==> src/rtl/mbist_controller.sv <==
// March-style MBIST sequencer: writes each background pattern to every
// address, reads it back, compares and records first-failure diagnostics.
module mbist_controller #(
    parameter int unsigned ADDR_W       = 4,
    parameter int unsigned DATA_W       = 8,
    parameter int unsigned NUM_PAT      = 6,
    parameter bit          STOP_ON_FAIL = 1'b0
) (
    input  logic              clk,
    input  logic              rst,
    input  logic              start,
    output logic [2:0]        pat_sel,
    input  logic [DATA_W-1:0] pat_data,
    output logic              mem_we,
    output logic              mem_re,
    output logic [ADDR_W-1:0] mem_addr,
    output logic [DATA_W-1:0] mem_wdata,
    input  logic [DATA_W-1:0] mem_rdata,
    output logic              busy,
    output logic              done,
    output logic              pass,
    output logic [7:0]        fail_cnt,
    output logic [ADDR_W-1:0] fail_addr,
    output logic [2:0]        fail_pat
);

    localparam int unsigned       DEPTH     = 1 << ADDR_W;
    localparam logic [ADDR_W-1:0] LAST_ADDR = ADDR_W'(DEPTH - 1);
    localparam logic [2:0]        LAST_PAT  = 3'(NUM_PAT - 1);

    typedef enum logic [2:0] {
        S_IDLE,
        S_WRITE,
        S_READ,
        S_FLUSH,
        S_DONE
    } state_t;

    state_t              r_state;
    logic [2:0]          r_pat_sel;
    logic                r_mem_we;
    logic                r_mem_re;
    logic [ADDR_W-1:0]   r_mem_addr;
    logic                r_busy;
    logic                r_done;
    logic                r_pass;
    logic [7:0]          r_fail_cnt;
    logic [ADDR_W-1:0]   r_fail_addr;
    logic [2:0]          r_fail_pat;
    logic                r_rd_valid;
    logic [ADDR_W-1:0]   r_rd_addr;

    logic                w_cmp_en;
    logic                w_mismatch;
    logic                w_stop;
    logic [7:0]          w_fail_cnt_nxt;

    // Compare the read issued last cycle; only meaningful while still reading/flushing
    assign w_cmp_en       = r_rd_valid && ((r_state == S_READ) || (r_state == S_FLUSH));
    assign w_mismatch     = w_cmp_en && (mem_rdata != pat_data);
    assign w_stop         = STOP_ON_FAIL && w_mismatch;
    assign w_fail_cnt_nxt = (w_mismatch && (r_fail_cnt != 8'hFF)) ? r_fail_cnt + 8'd1 : r_fail_cnt;

    assign pat_sel   = r_pat_sel;
    assign mem_we    = r_mem_we;
    assign mem_re    = r_mem_re;
    assign mem_addr  = r_mem_addr;
    assign mem_wdata = pat_data;
    assign busy      = r_busy;
    assign done      = r_done;
    assign pass      = r_pass;
    assign fail_cnt  = r_fail_cnt;
    assign fail_addr = r_fail_addr;
    assign fail_pat  = r_fail_pat;

    // Sequencer state, registered outputs, compare pipeline and failure log
    always_ff @(posedge clk) begin
        if (rst) begin
            r_state     <= S_IDLE;
            r_pat_sel   <= 3'd0;
            r_mem_we    <= 1'b0;
            r_mem_re    <= 1'b0;
            r_mem_addr  <= '0;
            r_busy      <= 1'b0;
            r_done      <= 1'b0;
            r_pass      <= 1'b0;
            r_fail_cnt  <= 8'd0;
            r_fail_addr <= '0;
            r_fail_pat  <= 3'd0;
            r_rd_valid  <= 1'b0;
            r_rd_addr   <= '0;
        end else begin
            r_rd_valid <= (r_state == S_READ);
            r_rd_addr  <= r_mem_addr;
            r_fail_cnt <= w_fail_cnt_nxt;
            if (w_mismatch && (r_fail_cnt == 8'd0)) begin
                r_fail_addr <= r_rd_addr;
                r_fail_pat  <= r_pat_sel;
            end

            case (r_state)
                S_IDLE, S_DONE: begin
                    if (start) begin
                        r_state     <= S_WRITE;
                        r_pat_sel   <= 3'd0;
                        r_mem_addr  <= '0;
                        r_mem_we    <= 1'b1;
                        r_busy      <= 1'b1;
                        r_done      <= 1'b0;
                        r_pass      <= 1'b0;
                        r_fail_cnt  <= 8'd0;
                        r_fail_addr <= '0;
                        r_fail_pat  <= 3'd0;
                    end
                end
                S_WRITE: begin
                    r_mem_addr <= r_mem_addr + ADDR_W'(1);
                    if (r_mem_addr == LAST_ADDR) begin
                        r_state  <= S_READ;
                        r_mem_we <= 1'b0;
                        r_mem_re <= 1'b1;
                    end
                end
                S_READ: begin
                    r_mem_addr <= r_mem_addr + ADDR_W'(1);
                    if (r_mem_addr == LAST_ADDR) begin
                        r_state  <= S_FLUSH;
                        r_mem_re <= 1'b0;
                    end
                end
                S_FLUSH: begin
                    if (r_pat_sel == LAST_PAT) begin
                        r_state <= S_DONE;
                        r_busy  <= 1'b0;
                        r_done  <= 1'b1;
                        r_pass  <= (w_fail_cnt_nxt == 8'd0);
                    end else begin
                        r_state    <= S_WRITE;
                        r_pat_sel  <= r_pat_sel + 3'd1;
                        r_mem_addr <= '0;
                        r_mem_we   <= 1'b1;
                    end
                end
                default: begin
                    r_state <= S_IDLE;
                end
            endcase

            // Early abort on the first mismatch overrides any phase transition
            if (w_stop) begin
                r_state  <= S_DONE;
                r_mem_we <= 1'b0;
                r_mem_re <= 1'b0;
                r_busy   <= 1'b0;
                r_done   <= 1'b1;
                r_pass   <= 1'b0;
            end
        end
    end

endmodule
==> config.mk <==
export PLATFORM = sky130hd
export DESIGN_NAME = mbist_controller
export DESIGN_NICKNAME = d
export VERILOG_FILES = /design/src/rtl/mbist_controller.sv
export SDC_FILE = /design/constraint.sdc
export NUM_CORES = 1
export LEC_CHECK = 0
export CELL_PAD_IN_SITES_DETAIL_PLACEMENT = 1
export CELL_PAD_IN_SITES_GLOBAL_PLACEMENT = 2
export CORE_ASPECT_RATIO = 1.5
export CORE_MARGIN = 10
export CORE_UTILIZATION = 39
export CTS_CLUSTER_DIAMETER = 60
export DETAILED_ROUTE_END_ITERATION = 8
export DONT_BUFFER_PORTS = 1
export PLACE_DENSITY = 0.86
export SYNTH_ARGS = -nofsm -noshare
export SYNTH_HDL_FRONTEND = slang
export SYNTH_SLANG_ARGS = --single-unit
==> constraint.sdc <==
create_clock -name clk -period 3.5 [get_ports clk]
set_input_delay 0.35 -clock clk [delete_from_list [all_inputs] [get_ports clk]]
set_output_delay 0.35 -clock clk [all_outputs]
set_load 0.02 [all_outputs]
# Word-level counts from Yosys, hierarchy flattened
# Index checks and enable logic that the tools add are counted.
[word_totals]
out_inout_bits = 35
input_bits = 19
word_cells = 82
reg_bits = 35
[op_classes]
n_mux = 33
reduce_logical = 20
n_addsub = 3
n_eq_ne = 13
[ops]
columns = ["cell", "n"]
rows = [
  ["3-bit 2-to-1 mux", 9],
  ["8-bit 2-to-1 mux", 3],
  ["4-bit 2-to-1 mux", 5],
  ["8-bit zero test", 2],
  ["3-bit AND reduction", 5],
  ["3-bit case mux with 4 select lines", 1],
  ["4-bit case mux with 3 select lines", 1],
  ["8-bit by 1-bit adder with 8-bit output (second input constant)", 1],
  ["1-bit 2-to-1 mux", 8],
  ["8-bit inequality test", 1],
  ["8-bit inequality test (second input constant)", 1],
  ["1-bit case mux with 2 select lines", 4],
  ["3-bit by 2-bit == test with 1-bit output (second input constant)", 2],
  ["3-bit == test (second input constant)", 2],
  ["2-bit inequality test (second input constant)", 3],
  ["3-bit case mux with 2 select lines", 1],
  ["3-bit nonzero test", 2],
  ["4-bit by 1-bit adder with 4-bit output (second input constant)", 1],
  ["4-bit == test (second input constant)", 1],
  ["1-bit logical AND", 4],
  ["2-bit by 1-bit inequality test with 1-bit output (second input constant)", 2],
  ["4-bit AND reduction", 1],
  ["2-bit nonzero test", 2],
  ["2-bit OR reduction", 2],
  ["other kinds (5)", 5],
]

# Logic depth before layout (Yosys ltp)
[logic_depth]
word_depth = 9
ltp_mapped = 9
ltp_nobuf = 7

# Worst setup path before layout
# Ideal clock, no wire load.
[synth_timing]
kind = "reg-to-reg"
from = "register r_pat_sel[1], in the netlist pat_sel[1]"
to = "register r_mem_addr[3], in the netlist mem_addr[3]"
synth_period_minus_slack_ns = 1.952
path_stages_with_launch = 8
slack_ns = 1.548
required_time_ns = 3.385
setup_ns = 0.115
path_buffers = 0
arrival_ns = 1.837
path_cell_list = "dfxtp_1 inv_1 ha_1 a31o_2 a221oi_1 nand4_1 xor2_1 nor2_1"
[synth_via]
elab_chain_cells = 3
[synth_rtl]
columns = ["item", "line", "text"]
rows = [
  ["start, declared", "40", "logic [2:0] r_pat_sel;"],
  ["start signal, assigned", "139", "r_pat_sel <= r_pat_sel + 3'd1;"],
  ["3-bit == test", "132", "if (r_pat_sel == LAST_PAT) begin"],
  ["2-bit inequality test (no source line)", "n/a", ""],
  ["3-bit AND reduction (no source line)", "n/a", ""],
  ["end signal, assigned", "117", "r_mem_addr <= r_mem_addr + ADDR_W'(1);"],
  ["end signal, assigned", "125", "r_mem_addr <= r_mem_addr + ADDR_W'(1);"],
  ["end, declared", "43", "logic [ADDR_W-1:0] r_mem_addr;"],
]
# Every way passes these cells.
# A chain may end at the register's enable or synchronous reset.

# Worst setup path in the final report
[layout_timing]
from = "register r_state[1]"
to = "register r_fail_addr[0], in the netlist fail_addr[0]"
[layout_via]
elab_chain_cells = 8
elab_cells_between_ends = 12
classes_between = "3 x eq/ne; 3 x mux; 6 x reduce/logical"
[layout_rtl]
columns = ["item", "line", "text"]
rows = [
  ["start, declared", "39", "state_t r_state;"],
  ["start signal, assigned", "79", "r_state <= S_IDLE;"],
  ["start signal, assigned", "104", "r_state <= S_WRITE;"],
  ["start signal, assigned", "119", "r_state <= S_READ;"],
  ["3-bit by 2-bit == test with 1-bit output", "59", "assign w_cmp_en = r_rd_valid && ((r_state == S_READ) || (r_state == S_FLUSH));"],
  ["1-bit logical OR", "59", ""],
  ["1-bit logical AND", "59", ""],
  ["1-bit logical AND", "60", "assign w_mismatch = w_cmp_en && (mem_rdata != pat_data);"],
  ["1-bit logical AND", "96", "if (w_mismatch && (r_fail_cnt == 8'd0)) begin"],
  ["4-bit 2-to-1 mux", "96", ""],
  ["4-bit 2-to-1 mux", "103", "if (start) begin"],
  ["4-bit 2-to-1 mux (*)", "101", "case (r_state)"],
  ["end signal, assigned", "97", "r_fail_addr <= r_rd_addr;"],
  ["end, declared", "48", "logic [ADDR_W-1:0] r_fail_addr;"],
]
# Every way passes the cells marked *; elsewhere a longest branch is shown, timed or not.

==> results.yml <==
run_status:
  status: "finished, final reports clean"
clocking:
  path_clk_slew_ns: 0.07
  htree_num_levels: 2
  worstSkewPairLatency_ns: 0.29
  cts_buffer_depth: 2
  cts_hold_repair.buffers: 0
  cts_buffers: 5
  cts_sinks: 35
  cts_resized: 0
  cts_tree: "built"
  cts.root.buffer_cell: "clkbuf_8"
  cts_setup_buffers: 0
worst_setup_path:
  cp_max_fo: 11
  crit_arrival_ns: 2.53
  rrSetupSlack_ns: 1.14
  crit_start: "r_state[1]$_SDFFE_PP0P_"
  endpoint_kind: "register"
  worstSetupEndpoint: "fail_addr[0]$_SDFF_PP0_"
  rr_startpoint: "r_state[1]$_SDFFE_PP0P_"
  crit_required_ns: 3.67
  start_kind: "register"
  path_class: "reg2reg"
  r2r-end: "fail_addr[0]$_SDFF_PP0_"
  rr_worst_depth: 6
sta:
  clock_skew_ns: 0.00486
  setup_viol: 0
  final_hold_viol_count: 0
  fin_crit_ns: 2.36
  timing.final.crit_share_pct: 67.5
  grt_setup_unrepaired: "false"
  slew_headroom_pct: 51.8
  worst_slack_ns: 1.14
  drv_slew: 0
  fmax_mhz: 423
  setup-tns-final_ns: 0
  worst_slew_pin_slew_ns: 0.721
  hold_slack_ns: 0.123
min_path:
  min_path_type: "in2reg"
finish:
  fillers: 540
  mostFrequentLayoutCell: "dfxtp_1"
  final_cell_mix: "dfxtp_1 (35), nor2_1 (28), xor2_1 (13), a21oi_1 (13), mux2i_1 (13)"
  drive_gt1_share_pct: 9.47
  diodes: 0
  syn_to_final_growth_pct: 2.24
  nNetsFinal: 213
grt:
  grt_pass1_vias: 1407
  grt_first_pass_wirelength_um: 7070
  grt-ovfl-total: 0
  antenna_found_initial: 0
  grt_max_degree: 19
  grtUsageTotal_pct: 11.8
synth:
  syn_area_um2: 1790
  synth_seq_cells: 35
  synth_top_cell_area_share_pct: 39.1
  synth_edf_count: 0
  ys_warn_count: 0
  syn_inst: 200
  yosys-top-cells-area: "dfxtp_1 (39%), mux2i_1 (7.3%), xor2_1 (6.4%)"
  avgSynthCellArea_um2: 8.95
  ys.flop_type: "dfxtp_1"
  async_flop_share_pct: 0
  ys_seq_area_share_pct: 39.1
  yosysTopAreaCell: "dfxtp_1"
  yosys.cell_types.count: 41
  synth_fp_nets: 224
detailed_routing:
  vias: 1365
  dr.pass1.iters: 4
  viasPerCell: 5.74
  ant_nets: 0
  wire_per_inst_um: 18.2
  drc: 0
  drt_iter0_drc: 62
  drt-total-wl_um: 4340
power:
  vdd_ir_drop_max_mv: 0.250
  powerDensity_nw_per_um2: 419
  p_leak_uw: 0.000636
  finalPower_uw: 768
floorplanning:
  io_pins: 54
  die-area_um2: 7760
  fp.dieH_um: 103
  rows: 30
  start_util_pct: 39.7
  core_area_um2: 4500
  die_x_um: 75.3
placement:
  post-place-ws_ns: 1.12
  dpl.hpwl_um: 3480
  gp_congestion: 0.769
  io_buffers: 0
flow_run:
  cap_viol_max_count: 0
power breakdown:
group          total, uW  switching (uW)  leakage [uW]  internal [uW]
sequential           419            14.4      0.000283            405
clock                313             152     0.0000474            161
combinational       35.6            20.7      0.000305           15.0
total                768             187      0.000636            581
registers in the layout, summed over array words and instances (netlist names):
| name | flops |
|---|---|
| mem_we | 1 |
| fail_pat | 3 |
| r_rd_valid | 1 |
| fail_addr | 4 |
| mem_re | 1 |
| busy | 1 |
| fail_cnt | 8 |
| r_state | 3 |
| pat_sel | 3 |
| done | 1 |
| r_rd_addr | 4 |
| pass | 1 |
| mem_addr | 4 |
how the worst min path moves through the flow:
stage	startpoint	end	cells past startpoint
finish	rst	r_rd_addr[2]$_SDFF_PP0_	1
global route	rst	r_rd_addr[2]$_SDFF_PP0_	1
CTS	rst	mem_re$_SDFFE_PP0P_	1
detailed placement	rst	mem_re$_SDFFE_PP0P_	1
global placement	rst	r_state[2]$_SDFFE_PP0P_	1
floorplan	r_rd_addr[0]$_SDFF_PP0_	fail_addr[0]$_SDFF_PP0_	2
metrics by stage:
stage / cell area (um2) / utilization (%) / instances
6_report: 1830 / 40.6 / 238
5_1_grt: 1830 / 40.6 / 238
4_1_cts: 1830 / 40.6 / 238
3_3_place_gp: 1730 / 38.4 / 230
3_5_place_dp: 1730 / 38.4 / 230
2_1_floorplan: 1790 / - / 200
worst max-delay path: stages, from the launching register on:
cell and delay [ns]:
dfxtp_1 0.50, nor2b_4 0.24, nand2_1 0.06, a21oi_1 0.56, and4b_1 0.57, mux2i_1 0.25
nor2_1 0.06
layer usage:
metal  track usage, %  routed length [um]  share of wire (%)  up-vias
met5                0                   0                  0        -
met4             5.02                  72                1.7        0
met3             5.78                 372                8.6        5
met2             21.1                2480                 57       26
met1             10.9                1420                 33      677
li1                 -                   -                  -      657
cells in the mapped netlist (3+ instances only):
cell type,number
dfxtp_1,35
inv_1,5
and3_1,3
xnor2_1,4
nor4_2,3
a21oi_1,13
buf_2,5
nand2_1,11
buf_4,10
xor2_1,13
ha_1,5
nand4_1,4
mux2i_1,13
nand3_1,3
o21ai_0,5
nor3_1,6
nor2_1,28
nor2b_1,4
nand2b_1,3
kinds of logic (layout without fill, tap and decap cells):
kind of cell	after synthesis	after routing	share of synthesized area, %
simple gates	78	78	23.8
buf+inv	23	13	7.69
fa+ha+maj	5	5	3.49
xor+xnor	17	17	8.32
mux	13	13	7.27
flops	35	35	39.1
compound gates	29	29	10.3
layout make-up:
| cell class | instances | area (um2) | share of cell area (%) |
|---|---|---|---|
| clock buffers | 6 | 82.6 | 4.51 |
| well taps | 48 | 60.1 | 3.28 |
| inverters | 5 | 18.8 | 1.03 |
| clock inverters | 2 | 16.3 | 0.889 |
| multi-input cells | 142 | 952 | 52.0 |
| flip-flops and latches | 35 | 701 | 38.3 |
No activity file was read; power rests on OpenSTA's default activity.
